### src/rtl/stream_splitter_if.sv
// Stream bus for stream_splitter: a dibit input stream plus the decoded
// header/sample strobes. The master side drives dibits; the slave side decodes them.
interface stream_splitter_if #(
    parameter int ADDR_W = 24,
    parameter int DATA_W = 8,
    parameter int NUM_CH = 2
);
    logic                       axiiv;
    logic [1:0]                 axiid;
    logic                       addr_axiov;
    logic [ADDR_W-1:0]          addr;
    logic [ADDR_W-1:0]          rec_addr;
    logic [NUM_CH-1:0]          data_axiov;
    logic [NUM_CH*DATA_W-1:0]   data;
    logic                       trunc;
    logic                       ovf;

    modport master (
        output axiiv, axiid,
        input  addr_axiov, addr, rec_addr, data_axiov, data, trunc, ovf
    );

    modport slave (
        input  axiiv, axiid,
        output addr_axiov, addr, rec_addr, data_axiov, data, trunc, ovf
    );
endinterface

### src/rtl/stream_splitter.sv
// Splits a dibit packet stream into a header address and interleaved channel samples.
// Define STREAM_SPLITTER_AUTOINC_EN to make rec_addr advance by one per record.
module stream_splitter #(
    parameter int ADDR_W  = 24,
    parameter int DATA_W  = 8,
    parameter int NUM_CH  = 2,
    parameter int MAX_REC = 4096
) (
    input  logic              clk,
    input  logic              rst,
    stream_splitter_if.slave  bus
);
    localparam int A_DIB = ADDR_W / 2;
    localparam int D_DIB = DATA_W / 2;
    localparam int AC_W  = (A_DIB > 1) ? $clog2(A_DIB) : 1;
    localparam int DC_W  = (D_DIB > 1) ? $clog2(D_DIB) : 1;
    localparam int CH_W  = (NUM_CH > 1) ? $clog2(NUM_CH) : 1;
    localparam int REC_W = $clog2(MAX_REC + 1);

    typedef enum logic [1:0] {IDLE, ADDR, DATA, DRAIN} state_e;

    state_e                     state_q, state_d;
    logic                       armed_q, armed_d;
    logic [AC_W-1:0]            acnt_q, acnt_d;
    logic [DC_W-1:0]            dcnt_q, dcnt_d;
    logic [CH_W-1:0]            ch_q, ch_d;
    logic [REC_W-1:0]           rec_q, rec_d;
    logic [ADDR_W-1:0]          addr_sr_q, addr_sr_d;
    logic [DATA_W-1:0]          samp_q, samp_d;
    logic [ADDR_W-1:0]          addr_q, addr_d;
    logic [ADDR_W-1:0]          rec_addr_q, rec_addr_d;
    logic [NUM_CH*DATA_W-1:0]   data_q, data_d;
    logic                       addr_v_q, addr_v_d;
    logic [NUM_CH-1:0]          data_v_q, data_v_d;
    logic                       trunc_q, trunc_d;
    logic                       ovf_q, ovf_d;

    logic [ADDR_W+1:0]          addr_cat;
    logic [DATA_W+1:0]          samp_cat;
    logic [ADDR_W-1:0]          rec_base;

    assign addr_cat = {addr_sr_q, bus.axiid};
    assign samp_cat = {samp_q, bus.axiid};

`ifdef STREAM_SPLITTER_AUTOINC_EN
    assign rec_base = addr_q + ADDR_W'(rec_q);
`else
    assign rec_base = addr_q;
`endif

    always_comb begin
        // NOTE: every next-state signal gets its hold value first so no path infers a latch.
        state_d    = state_q;
        armed_d    = armed_q | ~bus.axiiv;
        acnt_d     = acnt_q;
        dcnt_d     = dcnt_q;
        ch_d       = ch_q;
        rec_d      = rec_q;
        addr_sr_d  = addr_sr_q;
        samp_d     = samp_q;
        addr_d     = addr_q;
        rec_addr_d = rec_addr_q;
        data_d     = data_q;
        addr_v_d   = 1'b0;
        data_v_d   = '0;
        trunc_d    = 1'b0;
        ovf_d      = 1'b0;

        case (state_q)
            IDLE: begin
                // armed_q blocks a packet already in flight when reset was released
                if (bus.axiiv && armed_q) begin
                    acnt_d    = AC_W'(1);
                    dcnt_d    = '0;
                    ch_d      = '0;
                    rec_d     = '0;
                    samp_d    = '0;
                    addr_sr_d = ADDR_W'(bus.axiid);
                    if (A_DIB == 1) begin
                        addr_d   = ADDR_W'(bus.axiid);
                        addr_v_d = 1'b1;
                        state_d  = DATA;
                    end else begin
                        state_d  = ADDR;
                    end
                end
            end
            ADDR: begin
                if (!bus.axiiv) begin
                    trunc_d = 1'b1;
                    state_d = IDLE;
                end else begin
                    addr_sr_d = addr_cat[ADDR_W-1:0];
                    if (acnt_q == AC_W'(A_DIB - 1)) begin
                        addr_d   = addr_cat[ADDR_W-1:0];
                        addr_v_d = 1'b1;
                        state_d  = DATA;
                    end else begin
                        acnt_d = acnt_q + 1'b1;
                    end
                end
            end
            DATA: begin
                if (!bus.axiiv) begin
                    trunc_d = (dcnt_q != '0) || (ch_q != '0);
                    state_d = IDLE;
                end else begin
                    samp_d = samp_cat[DATA_W-1:0];
                    if (dcnt_q == DC_W'(D_DIB - 1)) begin
                        dcnt_d                        = '0;
                        data_d[ch_q*DATA_W +: DATA_W] = samp_cat[DATA_W-1:0];
                        data_v_d[ch_q]                = 1'b1;
                        rec_addr_d                    = rec_base;
                        if (ch_q == CH_W'(NUM_CH - 1)) begin
                            ch_d  = '0;
                            rec_d = rec_q + 1'b1;
                            if (rec_q == REC_W'(MAX_REC - 1)) begin
                                ovf_d   = 1'b1;
                                state_d = DRAIN;
                            end
                        end else begin
                            ch_d = ch_q + 1'b1;
                        end
                    end else begin
                        dcnt_d = dcnt_q + 1'b1;
                    end
                end
            end
            DRAIN: begin
                if (!bus.axiiv) state_d = IDLE;
            end
            default: state_d = IDLE;
        endcase
    end

    // NOTE: state registers use non-blocking assignments and clear asynchronously on rst low.
    always_ff @(posedge clk or negedge rst) begin
        if (!rst) begin
            state_q    <= IDLE;
            armed_q    <= 1'b0;
            acnt_q     <= '0;
            dcnt_q     <= '0;
            ch_q       <= '0;
            rec_q      <= '0;
            addr_sr_q  <= '0;
            samp_q     <= '0;
            addr_q     <= '0;
            rec_addr_q <= '0;
            data_q     <= '0;
            addr_v_q   <= 1'b0;
            data_v_q   <= '0;
            trunc_q    <= 1'b0;
            ovf_q      <= 1'b0;
        end else begin
            state_q    <= state_d;
            armed_q    <= armed_d;
            acnt_q     <= acnt_d;
            dcnt_q     <= dcnt_d;
            ch_q       <= ch_d;
            rec_q      <= rec_d;
            addr_sr_q  <= addr_sr_d;
            samp_q     <= samp_d;
            addr_q     <= addr_d;
            rec_addr_q <= rec_addr_d;
            data_q     <= data_d;
            addr_v_q   <= addr_v_d;
            data_v_q   <= data_v_d;
            trunc_q    <= trunc_d;
            ovf_q      <= ovf_d;
        end
    end

    assign bus.addr_axiov = addr_v_q;
    assign bus.addr       = addr_q;
    assign bus.rec_addr   = rec_addr_q;
    assign bus.data_axiov = data_v_q;
    assign bus.data       = data_q;
    assign bus.trunc      = trunc_q;
    assign bus.ovf        = ovf_q;
endmodule
### src/flat_wrapper.sv
// flat-port wrapper written by rule: the top's interface ports become plain ports
module stream_splitter_flat 
#(
    parameter int ADDR_W  = 24,
    parameter int DATA_W  = 8,
    parameter int NUM_CH  = 2,
    parameter int MAX_REC = 4096
)
  (clk, rst, bus_axiiv, bus_axiid, bus_addr_axiov, bus_addr, bus_rec_addr, bus_data_axiov, bus_data, bus_trunc, bus_ovf);
  stream_splitter_if #(.ADDR_W(ADDR_W), .DATA_W(DATA_W), .NUM_CH(NUM_CH)) bus_i ();
  input  logic clk;
  input  logic rst;
  input wire logic [$bits(bus_i.axiiv)-1:0] bus_axiiv;
  input wire logic [$bits(bus_i.axiid)-1:0] bus_axiid;
  output wire logic [$bits(bus_i.addr_axiov)-1:0] bus_addr_axiov;
  output wire logic [$bits(bus_i.addr)-1:0] bus_addr;
  output wire logic [$bits(bus_i.rec_addr)-1:0] bus_rec_addr;
  output wire logic [$bits(bus_i.data_axiov)-1:0] bus_data_axiov;
  output wire logic [$bits(bus_i.data)-1:0] bus_data;
  output wire logic [$bits(bus_i.trunc)-1:0] bus_trunc;
  output wire logic [$bits(bus_i.ovf)-1:0] bus_ovf;
  assign bus_i.axiiv = bus_axiiv;
  assign bus_i.axiid = bus_axiid;
  assign bus_addr_axiov = bus_i.addr_axiov;
  assign bus_addr = bus_i.addr;
  assign bus_rec_addr = bus_i.rec_addr;
  assign bus_data_axiov = bus_i.data_axiov;
  assign bus_data = bus_i.data;
  assign bus_trunc = bus_i.trunc;
  assign bus_ovf = bus_i.ovf;
  stream_splitter #(.ADDR_W(ADDR_W), .DATA_W(DATA_W), .NUM_CH(NUM_CH), .MAX_REC(MAX_REC)) u_core (.clk(clk), .rst(rst), .bus(bus_i));
endmodule
### config.mk
export PLATFORM = sky130hd
export DESIGN_NAME = stream_splitter_flat
export DESIGN_NICKNAME = d
export VERILOG_FILES = /design/src/rtl/stream_splitter_if.sv /design/src/rtl/stream_splitter.sv /design/src/flat_wrapper.sv
export SDC_FILE = /design/constraint.sdc
export NUM_CORES = 1
export LEC_CHECK = 0
export BUFFER_PORTS_ARGS = -buffer_cell sky130_fd_sc_hd__buf_2
export CAP_MARGIN = 20
export CORE_MARGIN = 1
export CORE_UTILIZATION = 51
export DETAILED_ROUTE_END_ITERATION = 8
export PLACE_DENSITY = 0.77
export SLEW_MARGIN = 15
export SYNTH_ARGS = -nofsm -noshare
export SYNTH_HDL_FRONTEND = slang
export SYNTH_SLANG_ARGS = --single-unit
### constraint.sdc
create_clock -name clk -period 1.9 [get_ports clk]
set_clock_uncertainty 0.1 [all_clocks]
set_input_delay 0.38 -clock clk [delete_from_list [all_inputs] [get_ports clk]]
set_output_delay 0.38 -clock clk [all_outputs]
set_load 0.03 [all_outputs]
==> key figures <==
Route
  – Vias per cell: between 5 and 6
  – Total Wirelength: between 9 and 10 mm
  – First-pass iteration count of the detailed router: 4
  – Post-route ant nets: 0
  – Number of remaining DRC errors: 0
  – DR vias: about 3.5k
  – Initial DRC count: between 150 and 200
  – Drt wl/cell: about 15 um

Synth
  – Post-synthesis xor/xnor area fraction: 0.00350
  – Yosys reg bits: 120
  – Top cells by area, synth: dfrtp_1, mux2_2, nand2_1
  – Mapped Avg Cell Area: around 12 sq um
  – Synth top area share: 0.600
  – Post-synthesis net count: 439
  – Post-synthesis mux area share: 0.142
  – Post-synth EDFFs: 0
  – Main synth FF type: dfrtp_1
  – Synthesized area: ~0.0050 sq mm
  – Cell variety after synth: 45
  – Post-Synth Adder-Cell Area: 0.0225
  – Syn. warnings: 0
  – Simple-Gate Fraction of Synth Area: 0.140
  – Sequential share of the synthesized area: 0.600
  – Largest area contributor in the netlist: dfrtp_1
  – Mapped Cells: between 400 and 500
  – Main combinational cell family by area after synthesis: multiplexers
  – Asr flop ratio synth: 1.00
  – Compound-Gate Fraction of Synth Area: 0.0677

Final layout
  – Most frequent cells in the layout: dfrtp_1, nand2_1, buf_2
  – Nets@finish: around 530
  – Area of the multi-input gates: between 0.0015 and 0.002 sq mm
  – Diode count: 0
  – Layout cells sized above 1: 0.372
  – Most common cell after layout, fill and taps aside: dfrtp_1
  – Core Util, Final: 0.666
  – Area Growth Syn to Fin: 24.7%
  – Filler cells: 689
  – Register area: roughly 0.0030 sq mm

Floorplan
  – Core Region: between 0.009 and 0.01 sq mm
  – Die X: between 100 and 150 um
  – Die area: 0.0102 sq mm
  – Row cnt: 35
  – I/O pins: 74
  – Vert. Die Dim: around 100 um
  – Initial Util: 0.534

Global routing
  – Number of global-route vias before repair: between 3k and 4k
  – Total grt overflow: 0
  – Total track usage: 0.210
  – Initial antenna violation count: 0
  – First-pass GRT wire length: approximately 16 mm
  – Pin count of the biggest net entering global routing: 62

Worst setup path
  – Buf/Inv on CP: 1
  – Critical Path Stages: 6
  – Critical path launch point: u_core.state_q[1]$_DFFE_PN0P_
  – Worst path required time: between 2 and 2.5 ns
  – Worst setup path endpoint: u_core.rec_q[12]$_DFFE_PN0P_
  – RR Startpoint: u_core.state_q[1]$_DFFE_PN0P_
  – Critical path's slowest cell: or4b_1
  – Reg2reg setup slack: 0.06 ns
  – Critical Path Source Type: register
  – Critical path's top delay family: simple AND/OR/NAND/NOR gates
  – R2R Path End: u_core.rec_q[12]$_DFFE_PN0P_
  – Crit path DAT: roughly 2.2 ns
  – Max Fanout on Critical Path: 6
  – CP peak stage delay: ~0.5 ns
  – CP cell instances: inv_4, ha_4, mux2_4, nand3_4, or4b_1, o211ai_1
  – Critical path type: reg -> reg
  – Critical Path Sink Type: register
  – Worst R2R Path Depth: 6

STA
  – Max Fclk: approximately 0.54 GHz
  – Final min period: roughly 1.8 ns
  – Pins Over Slew Limit: 0
  – Tcrit/Tclk final: 0.968
  – Max_slew headroom: 0.710
  – Final setup violation count: 0
  – Actual slew at the worst max-slew pin: between 0.4 and 0.5 ns
  – Setup slack after layout: slightly above 0.06 ns
  – Final hold violation count: 0
  – Worst hold slack: approximately 0.052 ns

Power and ir drop
  – Combinational share of power: 0.191
  – Seq pwr share: 0.412
  – Pleak: roughly 0.0032 uW
  – Worst VDD drop: around 770 uV
  – Pwr/cell area: 1160 mW/mm^2
  – Internal: 5130 uW
  – Sw Share: 0.291
  – Clock share of power: 0.397
  – Switching pwr: between 2000 and 2500 uW

Placement
  – # port buffers: 73
  – GPL Wtd Cong: between 0.7 and 0.8
  – Dpl hpwl: roughly 6.5 mm
  – Pre-CTS WS: -0.0777 ns

Clock tree
  – Clock tree buffer depth: 2
  – Clk Latency, worst-skew pair: slightly above 0.5 ns
  – Max H-tree Level: 4
  – Clock Tree Root: clkbuf_8
  – CTS Buf Count: 17
  – Postcts setup bufs: 0
  – Clock Sinks: 120
  – CTS tree: yes
  – Clock transition at the registers of the reported paths: 0.06 ns

Job
  – MaxCap Viol Count: 0

Hold path
  – Type of the tightest min-delay check: in -> reg

Status
  – Outcome: completed
[flip-flops by register name, summed over array words and instances, names as in the netlist]
name / cells
u_core.addr_sr_q: 22
u_core.armed_q: 1
u_core.dcnt_q: 2
u_core.bus.addr: 24
u_core.bus.addr_axiov: 1
u_core.rec_q: 13
u_core.ch_q: 1
u_core.acnt_q: 4
u_core.bus.ovf: 1
u_core.samp_q: 6
u_core.bus.rec_addr: 24
u_core.state_q: 2
u_core.bus.trunc: 1
u_core.bus.data_axiov: 2
u_core.bus.data: 16
[worst register-to-register path, delay by kind of cell, from the launching register on]
kind,cells,cell delay [ns]
AO/OA/AOI/OAI,1,0.11
adder cells (fa/ha/maj),1,0.18
buffers and inverters,1,0.07
flip-flops,1,0.43
multiplexers,1,0.28
AND/OR/NAND/NOR,2,0.60
[cells in the mapped netlist (2+ instances only)]
cell / count
o21ai_0: 38
a32oi_1: 2
nor2_2: 2
nand4_4: 2
inv_1: 10
nand2b_1: 4
nand3_1: 8
nand2_1: 94
nand3b_1: 2
a21oi_1: 10
buf_2: 6
nand4_1: 4
ha_1: 9
mux2_2: 59
buf_4: 3
or2_2: 2
o211ai_1: 3
or3_1: 7
nor2_1: 4
mux2i_1: 3
clkbuf_1: 8
dfrtp_1: 120
nor3_1: 2
nor4_1: 2
[power by group through the flow]
stage                     registers, uW  clock network (uW)  logic (uW)
after floorplan                    3040                   0         806
after global placement             2980                   0        1220
after detailed placement           3000                   0        1290
after CTS                          2960                2920        1330
after global routing               3010                3020        1510
final                              2970                2870        1380
[timing repair]
action / in CTS / in global routing
endpoints found under the setup margin: 30 / 50
endpoints found under the hold margin: 120 / 0
pin swaps: 0 / 2
hold buffers: 1 / 0
resized for setup: 5 / 11
[worst min-delay path by stage]
stage	from	end	slack (ns)	depth (start not counted)
2_1_floorplan	rst	u_core.acnt_q[0]$_DFFE_PN0P_	-0.02	0
3_3_place_gp	rst	u_core.bus.rec_addr[22]$_DFFE_PN0N_	0.09	1
3_5_place_dp	rst	u_core.bus.rec_addr[22]$_DFFE_PN0N_	0.08	1
4_1_cts	bus_axiid[0]	u_core.bus.data[0]$_DFFE_PN0P_	0.03	3
5_1_grt	bus_axiid[1]	u_core.bus.data[1]$_DFFE_PN0P_	0.05	3
6_report	bus_axiid[1]	u_core.bus.data[1]$_DFFE_PN0P_	0.05	3
[kinds of logic (layout without fill, tap and decap cells)]
| logic type | Yosys count | after routing |
|---|---|---|
| AO/OA/AOI/OAI | 60 | 60 |
| adder cells (fa/ha/maj) | 9 | 9 |
| buffers and inverters | 28 | 132 |
| AND/OR/NAND/NOR | 143 | 143 |
| XOR/XNOR | 2 | 2 |
| flip-flops | 120 | 120 |
| multiplexers | 63 | 63 |
[routing by layer]
metal / global-route usage / share of wire / vias to the layer above
li1: - / - / 1654
met1: 0.250 / 0.44 / 1753
met2: 0.363 / 0.51 / 85
met3: 0.0527 / 0.040 / 12
met4: 0.0858 / 0.014 / 0
met5: 0 / 0 / -
[per-stage QoR]
step | total power (uW) | instance area (sq um) | instances | TNS, ns
after floorplan | 3850 | 5010 | 425 | 0
after global placement | 4200 | 5640 | 628 | 0
after detailed placement | 4290 | 5640 | 628 | -0.735
after CTS | 7210 | 6200 | 658 | -0.0891
after global routing | 7550 | 6240 | 658 | -0.0178
final | 7230 | 6240 | 658 | 0
[final cells by class]
class	count	share of cell area
clock inverters	9	0.0124
repair buffers	92	0.0920
multi-input cells	277	0.308
inverters	11	0.00762
well taps	129	0.0259
clock buffers	20	0.0729
flip-flops and latches	120	0.481
(Power assumes the default switching activity.)
